===== src/rtl/rc_pwm_gen.sv =====
// RC-style PWM transmitter: fixed-length period with a programmable high pulse.
// Width writes are clamped, held in a pending register, and applied only at period boundaries.
module rc_pwm_gen #(
  parameter int unsigned PERIOD_US  = 14000,
  parameter int unsigned MIN_US     = 1100,
  parameter int unsigned MAX_US     = 1900,
  parameter int unsigned DEFAULT_US = 1500,
  parameter int unsigned CNT_W      = 16
) (
  input  logic             clk,
  input  logic             rst,
  input  logic             pwm_clk,
  input  logic             enable,
  input  logic [CNT_W-1:0] width_in,
  input  logic             width_wr,
  output logic             pwm_out,
  output logic             period_start,
  output logic             clamp_flag,
  output logic [CNT_W-1:0] width_active,
  output logic             busy,
  output logic [1:0]       state_dbg
);

  localparam logic [1:0] ST_IDLE = 2'd0;
  localparam logic [1:0] ST_HIGH = 2'd1;
  localparam logic [1:0] ST_LOW  = 2'd2;

  localparam logic [CNT_W-1:0] PERIOD_LAST = CNT_W'(PERIOD_US - 1);
  localparam logic [CNT_W-1:0] MIN_W       = CNT_W'(MIN_US);
  localparam logic [CNT_W-1:0] MAX_W       = CNT_W'(MAX_US);
  localparam logic [CNT_W-1:0] DEF_W       = CNT_W'(DEFAULT_US);
  localparam logic [CNT_W-1:0] ONE         = CNT_W'(1);

  logic [1:0]       state_q, state_d;
  logic [CNT_W-1:0] cnt_q, cnt_d;
  logic [CNT_W-1:0] width_active_q, width_active_d;
  logic [CNT_W-1:0] pending_q, pending_d;
  logic             pending_valid_q, pending_valid_d;
  logic             pwm_out_q, pwm_out_d;
  logic             period_start_q, period_start_d;
  logic             clamp_flag_q, clamp_flag_d;
  logic             start;

  always_comb begin
    state_d         = state_q;
    cnt_d           = cnt_q;
    width_active_d  = width_active_q;
    pending_d       = pending_q;
    pending_valid_d = pending_valid_q;
    clamp_flag_d    = 1'b0;
    start           = 1'b0;

    if (pwm_clk) begin
      case (state_q)
        ST_IDLE: begin
          if (enable) start = 1'b1;
        end
        ST_HIGH: begin
          cnt_d = cnt_q + ONE;
          if (cnt_q == width_active_q - ONE) state_d = ST_LOW;
        end
        ST_LOW: begin
          if (cnt_q == PERIOD_LAST) begin
            if (enable) begin
              start = 1'b1;
            end else begin
              state_d = ST_IDLE;
              cnt_d   = '0;
            end
          end else begin
            cnt_d = cnt_q + ONE;
          end
        end
        default: begin
          state_d = ST_IDLE;
          cnt_d   = '0;
        end
      endcase
    end

    // Reload consumes the pending value as it stood before any write on this same cycle.
    if (start) begin
      state_d = ST_HIGH;
      cnt_d   = '0;
      if (pending_valid_q) begin
        width_active_d  = pending_q;
        pending_valid_d = 1'b0;
      end
    end

    if (width_wr) begin
      pending_valid_d = 1'b1;
      if (width_in < MIN_W) begin
        pending_d    = MIN_W;
        clamp_flag_d = 1'b1;
      end else if (width_in > MAX_W) begin
        pending_d    = MAX_W;
        clamp_flag_d = 1'b1;
      end else begin
        pending_d = width_in;
      end
    end

    pwm_out_d      = (state_d == ST_HIGH);
    period_start_d = start;
  end

  always_ff @(posedge clk or posedge rst) begin
    if (rst) begin
      state_q         <= ST_IDLE;
      cnt_q           <= '0;
      width_active_q  <= DEF_W;
      pending_q       <= DEF_W;
      pending_valid_q <= 1'b0;
      pwm_out_q       <= 1'b0;
      period_start_q  <= 1'b0;
      clamp_flag_q    <= 1'b0;
    end else begin
      state_q         <= state_d;
      cnt_q           <= cnt_d;
      width_active_q  <= width_active_d;
      pending_q       <= pending_d;
      pending_valid_q <= pending_valid_d;
      pwm_out_q       <= pwm_out_d;
      period_start_q  <= period_start_d;
      clamp_flag_q    <= clamp_flag_d;
    end
  end

  assign pwm_out      = pwm_out_q;
  assign period_start = period_start_q;
  assign clamp_flag   = clamp_flag_q;
  assign width_active = width_active_q;
  assign busy         = (state_q != ST_IDLE);
  assign state_dbg    = state_q;

endmodule


===== config.mk =====
export PLATFORM = sky130hd
export DESIGN_NAME = rc_pwm_gen
export DESIGN_NICKNAME = d
export VERILOG_FILES = /design/src/rtl/rc_pwm_gen.sv
export SDC_FILE = /design/constraint.sdc
export NUM_CORES = 1
export LEC_CHECK = 0
export ABC_AREA = 1
export ABC_CLOCK_PERIOD_IN_PS = 2000
export CORE_MARGIN = 4
export CORE_UTILIZATION = 56
export DETAILED_ROUTE_END_ITERATION = 7
export GPL_TIMING_DRIVEN = 0
export PLACE_DENSITY_LB_ADDON = 0.12
export RECOVER_POWER = 50
export SYNTH_ARGS = -nofsm -noshare
export SYNTH_HDL_FRONTEND = slang
export SYNTH_SLANG_ARGS = --single-unit

===== constraint.sdc =====
create_clock -name clk -period 2 [get_ports clk]
set_input_delay 0.4 -clock clk [delete_from_list [all_inputs] [get_ports clk]]
set_output_delay 0.4 -clock clk [all_outputs]
set_load 0.03 [all_outputs]

* Word-level counts from Yosys, hierarchy flattened
Cells that the tools add are included.
** Word-level totals
- Flip-flop bits (word level) :: 54
- Input port bits :: 21
- Output and inout bits :: 22
- Word-level logic and storage cells :: 47
** Cells by class
- Add/subtract/negate cells :: 2
- $lt $le $gt $ge :: 2
- Eq/ne operators :: 7
- Muxes and demuxes :: 22
- Reduce and logical (&&, ||, !) cells :: 6
** Operator list (number)
- 2-to-1 mux 16 bit :: 6
- case mux 16 bit (3 select lines) :: 1
- adder 16 x 1 -> 16 bit (second input constant) :: 1
- == test 16 x 14 -> 1 bit (second input constant) :: 1
- == test 16 bit :: 1
- greater-than comparator 16 x 11 -> 1 bit (second input constant) :: 1
- less-than comparator 16 x 11 -> 1 bit (second input constant) :: 1
- subtractor 16 x 1 -> 16 bit (second input constant) :: 1
- 2-to-1 mux 2 bit :: 5
- 2-to-1 mux 1 bit :: 8
- case mux 2 bit (3 select lines) :: 1
- nonzero test 2 bit :: 3
- == test 2 x 1 -> 1 bit (second input constant) :: 2
- inequality test 4 bit (second input constant) :: 1
- AND reduction 3 bit :: 1
- == test 2 bit (second input constant) :: 1
- logical NOT 2 bit :: 1
- inequality test 2 bit (second input constant) :: 1
- case mux 1 bit (2 select lines) :: 1
- AND reduction 2 bit :: 1

* Depth between registers and ports, before layout
- Depth in word-level cells :: 7
- Mapped depth :: 17
- Gate-level depth less buffers :: 17

* Least setup slack after synthesis
OpenSTA, ideal clock, no wires.
- Path kind :: register to register
- Start :: reg state_q[0], in the netlist state_dbg[0]
- End :: reg cnt_q[3]
- Setup time :: 0.133 ns
- Data arrival time :: 2.059 ns
- Data required time :: 1.867 ns
- Slack :: -0.191 ns
- Cell stages (with the launch flop) :: 9
- Buffers on the path :: 2
- Clock period less this slack :: 2.191 ns
- Cell sequence :: dfrtp_1 > inv_1 > ha_1 > inv_1 > o21ai_1 > inv_1 > clkbuf_1 > clkbuf_1 > a21oi_1
** On the way
- Word-level cells in the longest chain between the ends :: 5
- Elaborated cells between the ends (all ways) :: 12
- Those cells by class :: 4 x eq/ne; 5 x mux; 3 x reduce/logical
** Ends and longest elaborated chain
- start: declaration :: RTL line 34 : logic [1:0] state_q, state_d;
- start signal: assignment :: RTL line 119 : state_q <= state_d;
- == test 2 bit or logical NOT 2 bit (tied branches) :: RTL line 54 : case (state_q)
- case mux 1 bit (2 select lines) :: RTL line 54
- 2-to-1 mux 1 bit :: RTL line 53 : if (pwm_clk) begin
- inequality test 4 bit (no line), or another cell as far along
- AND reduction 3 bit (no line)
- end signal: assignment :: RTL line 120 : cnt_q <= cnt_d;
- end: declaration :: RTL line 35 : logic [CNT_W-1:0] cnt_q, cnt_d;
Several ways; a longest one is shown, not always the timed one. The select of a mux whose other input is x is not followed.
A chain may end at the register's enable or synchronous reset.

* Final worst setup path
- Start :: reg width_active_q[1], in the netlist width_active[1]
- End :: reg pwm_out_q, in the netlist pwm_out
** On the way
- Word-level cells in the longest chain between the ends :: 7
** Ends and longest elaborated chain
- start: declaration :: RTL line 36 : logic [CNT_W-1:0] width_active_q, width_active_d;
- start signal: assignment :: RTL line 121 : width_active_q <= width_active_d;
- subtractor 16 x 1 -> 16 bit :: RTL line 60 : if (cnt_q == width_active_q - ONE) state_d = ST_LOW;
- == test 16 bit :: RTL line 60
- 2-to-1 mux 2 bit :: RTL line 60
- case mux 2 bit (3 select lines) :: RTL line 54
- 2-to-1 mux 2 bit :: RTL line 53
- 2-to-1 mux 2 bit :: RTL line 82 : if (start) begin
- named net state_d[0] :: RTL line 34
- == test 2 x 1 -> 1 bit :: RTL line 104 : pwm_out_d = (state_d == ST_HIGH);
- named net pwm_out_d :: RTL line 39 : logic pwm_out_q, pwm_out_d;
- end signal: assignment :: RTL line 124 : pwm_out_q <= pwm_out_d;
- end: declaration :: RTL line 39
The timed path passes the listed nets, and every way through them passes these cells.

==> impl_metrics.prom <==
# TYPE chip_impl_metric gauge
chip_impl_metric{name="place.gp.congestion",unit=""} 0.908
chip_impl_metric{name="multiInputGateArea",unit="mm²"} 0.00174
chip_impl_metric{name="die_y",unit="µm"} 84.6
chip_impl_metric{name="insertedDiodeCount",unit=""} 0
chip_impl_metric{name="die_w",unit="µm"} 84.6
chip_impl_metric{name="detail_route.iter0.violations",unit=""} 138
chip_impl_metric{name="setup_clock_skew_after_layout",unit="ps"} 2.46
chip_impl_info{name="synth-main-ff-cell",value="sky130_fd_sc_hd__dfrtp_1"} 1
chip_impl_metric{name="grt_antenna_before_repair",unit=""} 0
chip_impl_metric{name="holdBufCountCts",unit=""} 0
chip_impl_metric{name="area_delta_synth_final",unit="%"} 24.1
chip_impl_metric{name="dp_slack",unit="ps"} -304
chip_impl_metric{name="syn_nets",unit=""} 457
chip_impl_metric{name="ir_worst_vdd",unit="V"} 0.000616
chip_impl_metric{name="grt_max_degree",unit=""} 35
chip_impl_metric{name="place.detailed.hpwl",unit="µm"} 5790
chip_impl_metric{name="dr.pass1.iters",unit=""} 4
chip_impl_metric{name="clock_sink_count",unit=""} 54
chip_impl_info{name="timing.critical_path.to_type",value="register"} 1
chip_impl_metric{name="synth_cell_type_count",unit=""} 38
chip_impl_metric{name="fmaxAchievable",unit="MHz"} 505
chip_impl_metric{name="synth.cell_area",unit="mm²"} 0.00329
chip_impl_metric{name="max-clock-path-buffers",unit=""} 2
chip_impl_metric{name="power_leakage",unit="µW"} 0.00188
chip_impl_metric{name="dieArea",unit="mm²"} 0.00716
chip_impl_metric{name="vias_in_the_first_global_route",unit=""} 2773
chip_impl_metric{name="tightestPinTransition",unit="ps"} 782
chip_impl_metric{name="global_route.usage.total",unit="%"} 21.6
chip_impl_metric{name="timing.slew.headroom",unit="%"} 47.8
chip_impl_metric{name="viasPerCell",unit=""} 5.32
chip_impl_info{name="clockRootBuffer",value="sky130_fd_sc_hd__clkbuf_8"} 1
chip_impl_metric{name="initial_utilization",unit="%"} 58.6
chip_impl_metric{name="final.fill_count",unit=""} 505
chip_impl_info{name="cts_tree",value="done"} 1
chip_impl_info{name="worst_setup_path_start_kind",value="register"} 1
chip_impl_metric{name="port_buffer_count",unit=""} 42
chip_impl_metric{name="async_flop_share",unit="%"} 100
chip_impl_info{name="worst_hold_path_type",value="register to register"} 1
chip_impl_metric{name="finalCritPeriodShare",unit="%"} 99.1
chip_impl_metric{name="detailroute.via_count",unit=""} 2986
chip_impl_info{name="unrepaired_setup_endpoints_after_global_routing",value="yes"} 1
chip_impl_metric{name="final-max-slew-violation-count",unit=""} 0
chip_impl_metric{name="design.portCount",unit=""} 43
chip_impl_metric{name="post-route-worst-setup-slack",unit="ps"} 18.3
chip_impl_metric{name="clk_latency",unit="ps"} 310
chip_impl_info{name="mostFrequentLayoutCell",value="sky130_fd_sc_hd__nand2_1"} 1
chip_impl_metric{name="synthesis.instances",unit=""} 430
chip_impl_info{name="final_cell_mix",value="108 x sky130_fd_sc_hd__nand2_1, 49 x sky130_fd_sc_hd__inv_1, 41 x sky130_fd_sc_hd__nor2_1, 34 x sky130_fd_sc_hd__dfrtp_1, 32 x sky130_fd_sc_hd__clkdlybuf4s50_1"} 1
chip_impl_metric{name="worst-endpoint-arrival",unit="ps"} 2200
chip_impl_metric{name="final_hold_viol_count",unit=""} 0
chip_impl_metric{name="power_per_standard_cell_area",unit="mW/mm²"} 971
chip_impl_metric{name="synth-edff-count",unit=""} 0
chip_impl_info{name="crit_type",value="register to register"} 1
chip_impl_metric{name="antenna_violating_nets_post_route",unit=""} 0
chip_impl_metric{name="seq_area",unit="mm²"} 0.00138
chip_impl_metric{name="number_of_maximum_capacitance_constraint_violations",unit=""} 0
chip_impl_metric{name="crit_fanout",unit=""} 4
chip_impl_metric{name="worst_setup_hold_path_clk_slew",unit="ps"} 100
chip_impl_metric{name="fraction_of_the_yosys_area_taken_by_sequential_cells",unit="%"} 41.7
chip_impl_metric{name="design.final.nets",unit=""} 515
chip_impl_metric{name="grt_overflow_total",unit=""} 0
chip_impl_metric{name="grt_pass1_wl",unit="µm"} 12700
chip_impl_metric{name="synthesis.area_per_instance",unit="µm²"} 7.64
chip_impl_metric{name="setup_violations",unit=""} 0
chip_impl_metric{name="numCtsBuffers",unit=""} 5
chip_impl_metric{name="ctsHtreeMaxLevel",unit=""} 2
chip_impl_metric{name="drcViolationCount",unit=""} 0
chip_impl_metric{name="hold_path_depth",unit=""} 2
chip_impl_metric{name="synthesis.yosys.warnings",unit=""} 0
chip_impl_metric{name="fin_setup_tns",unit="ps"} 0
chip_impl_metric{name="routed_wl",unit="µm"} 7600
chip_impl_metric{name="post_drt_wl_per_cell",unit="µm"} 13.6
chip_impl_metric{name="flop_and_latch_count_out_of_synthesis",unit=""} 54
chip_impl_metric{name="number_of_cell_instances_on_the_worst_register_to_register_path",unit=""} 14
chip_impl_metric{name="drive_gt1_share",unit="%"} 21.3
chip_impl_metric{name="worst-endpoint-required",unit="ps"} 2220
chip_impl_metric{name="post-route-min-period",unit="ps"} 1980
chip_impl_info{name="run_status",value="finished, final reports clean"} 1
chip_impl_metric{name="std_cell_rows",unit=""} 27
chip_impl_metric{name="core_area",unit="mm²"} 0.00561
metrics by stage:
| stage | power [µW] | instances | hold WS [ps] | cell area [µm²] | util (%) |
|---|---|---|---|---|---|
| global placement | 3110 | 544 | 469 | 3800 | 67.8 |
| floorplan | 2620 | 430 | 457 | 3290 | - |
| CTS | 3800 | 555 | 430 | 3950 | 70.4 |
| global route | 4240 | 561 | 520 | 4080 | 72.7 |
| finish | 3960 | 561 | 494 | 4080 | 72.7 |
| detailed placement | 3160 | 545 | 478 | 3820 | 68.1 |
routing by layer:
| layer | vias up | wire length, µm | global-route usage, % |
|---|---|---|---|
| met4 | 0 | 110 | 5.47 |
| met3 | 11 | 343 | 3.24 |
| met5 | - | 0 | 0 |
| met2 | 82 | 3690 | 34.7 |
| li1 | 1481 | - | - |
| met1 | 1412 | 3460 | 30.8 |
logic make-up after synthesis:
| kind of cell | after synthesis | share of synthesized area [%] |
|---|---|---|
| fa+ha+maj | 6 | 2.28 |
| simple gates | 224 | 30.1 |
| compound gates | 54 | 10.9 |
| flops | 54 | 41.7 |
| xor+xnor | 25 | 6.66 |
| buf+inv | 67 | 8.42 |
path summary, 6_finish.rpt:
path / end / from / slack [ps]
setup reg to reg: pwm_out$_DFF_PP0_ / width_active[1]$_DFFE_PP0P_ / 20
max in group asynchronous: pending_q[4]$_DFFE_PP1P_ / rst / 320
setup / recovery: pwm_out$_DFF_PP0_ / width_active[1]$_DFFE_PP0P_ / 20
hold reg to reg: pending_q[13]$_DFFE_PP0P_ / pending_q[13]$_DFFE_PP0P_ / 490
hold / removal: pending_q[13]$_DFFE_PP0P_ / pending_q[13]$_DFFE_PP0P_ / 490
min in group asynchronous: cnt_q[0]$_DFFE_PP0P_ / rst / 660
area by class of cell:
type / instances / area share, %
multi-input cells: 309 / 42.8
clock buffers: 6 / 2.03
repair buffers: 51 / 11.8
plain buffers: 9 / 1.56
flip-flops and latches: 54 / 33.8
clock inverters: 2 / 0.399
well taps: 72 / 2.21
inverters: 58 / 5.46
cells in the mapped netlist, types with 7 or more instances:
cell | count | area (µm²)
sky130_fd_sc_hd__o22ai_1 | 7 | 43.8
sky130_fd_sc_hd__nor2_1 | 49 | 184
sky130_fd_sc_hd__dfstp_2 | 14 | 368
sky130_fd_sc_hd__nand3_1 | 30 | 150
sky130_fd_sc_hd__a21oi_1 | 14 | 70.1
sky130_fd_sc_hd__dfrtp_1 | 40 | 1000
sky130_fd_sc_hd__o21ai_0 | 8 | 40.0
sky130_fd_sc_hd__xnor2_1 | 8 | 70.1
sky130_fd_sc_hd__o21ai_2 | 15 | 131
sky130_fd_sc_hd__xor2_1 | 17 | 149
sky130_fd_sc_hd__nand2_1 | 115 | 432
sky130_fd_sc_hd__inv_1 | 55 | 206
worst max-delay path: stages, from the launching register on:
cell and delay (ps):
sky130_fd_sc_hd__dfrtp_1 420, sky130_fd_sc_hd__buf_4 160, sky130_fd_sc_hd__nor2_1 130, sky130_fd_sc_hd__nand2_2 120, sky130_fd_sc_hd__nor2_2 170, sky130_fd_sc_hd__nand2_1 80, sky130_fd_sc_hd__xor2_1 160, sky130_fd_sc_hd__nor2_2 120
sky130_fd_sc_hd__nand3_2 90, sky130_fd_sc_hd__nor2_4 150, sky130_fd_sc_hd__nand2_1 70, sky130_fd_sc_hd__nand2_1 80, sky130_fd_sc_hd__nand2_2 50, sky130_fd_sc_hd__nand2_1 60, sky130_fd_sc_hd__inv_1 30
report_power, final:
group | leakage, µW | total, µW | internal (µW) | switching [µW]
sequential | 0.000672 | 1500 | 1280 | 214
clock | 0.0000478 | 651 | 286 | 365
combinational | 0.00116 | 1810 | 689 | 1120
total | 0.00188 | 3960 | 2260 | 1700
state kept, by name, indices dropped and copies added, names as in the netlist:
| register | count |
|---|---|
| cnt_q | 16 |
| width_active | 16 |
| pending_valid_q | 1 |
| state_dbg | 2 |
| period_start | 1 |
| pending_q | 16 |
| pwm_out | 1 |
| clamp_flag | 1 |
repair_timing:
item	4_1_cts	5_1_grt
setup endpoints to repair	24	36
setup buffers	2	6
resized for setup	14	37
pin swaps	1	16
No activity file was read; power rests on OpenSTA's default activity.
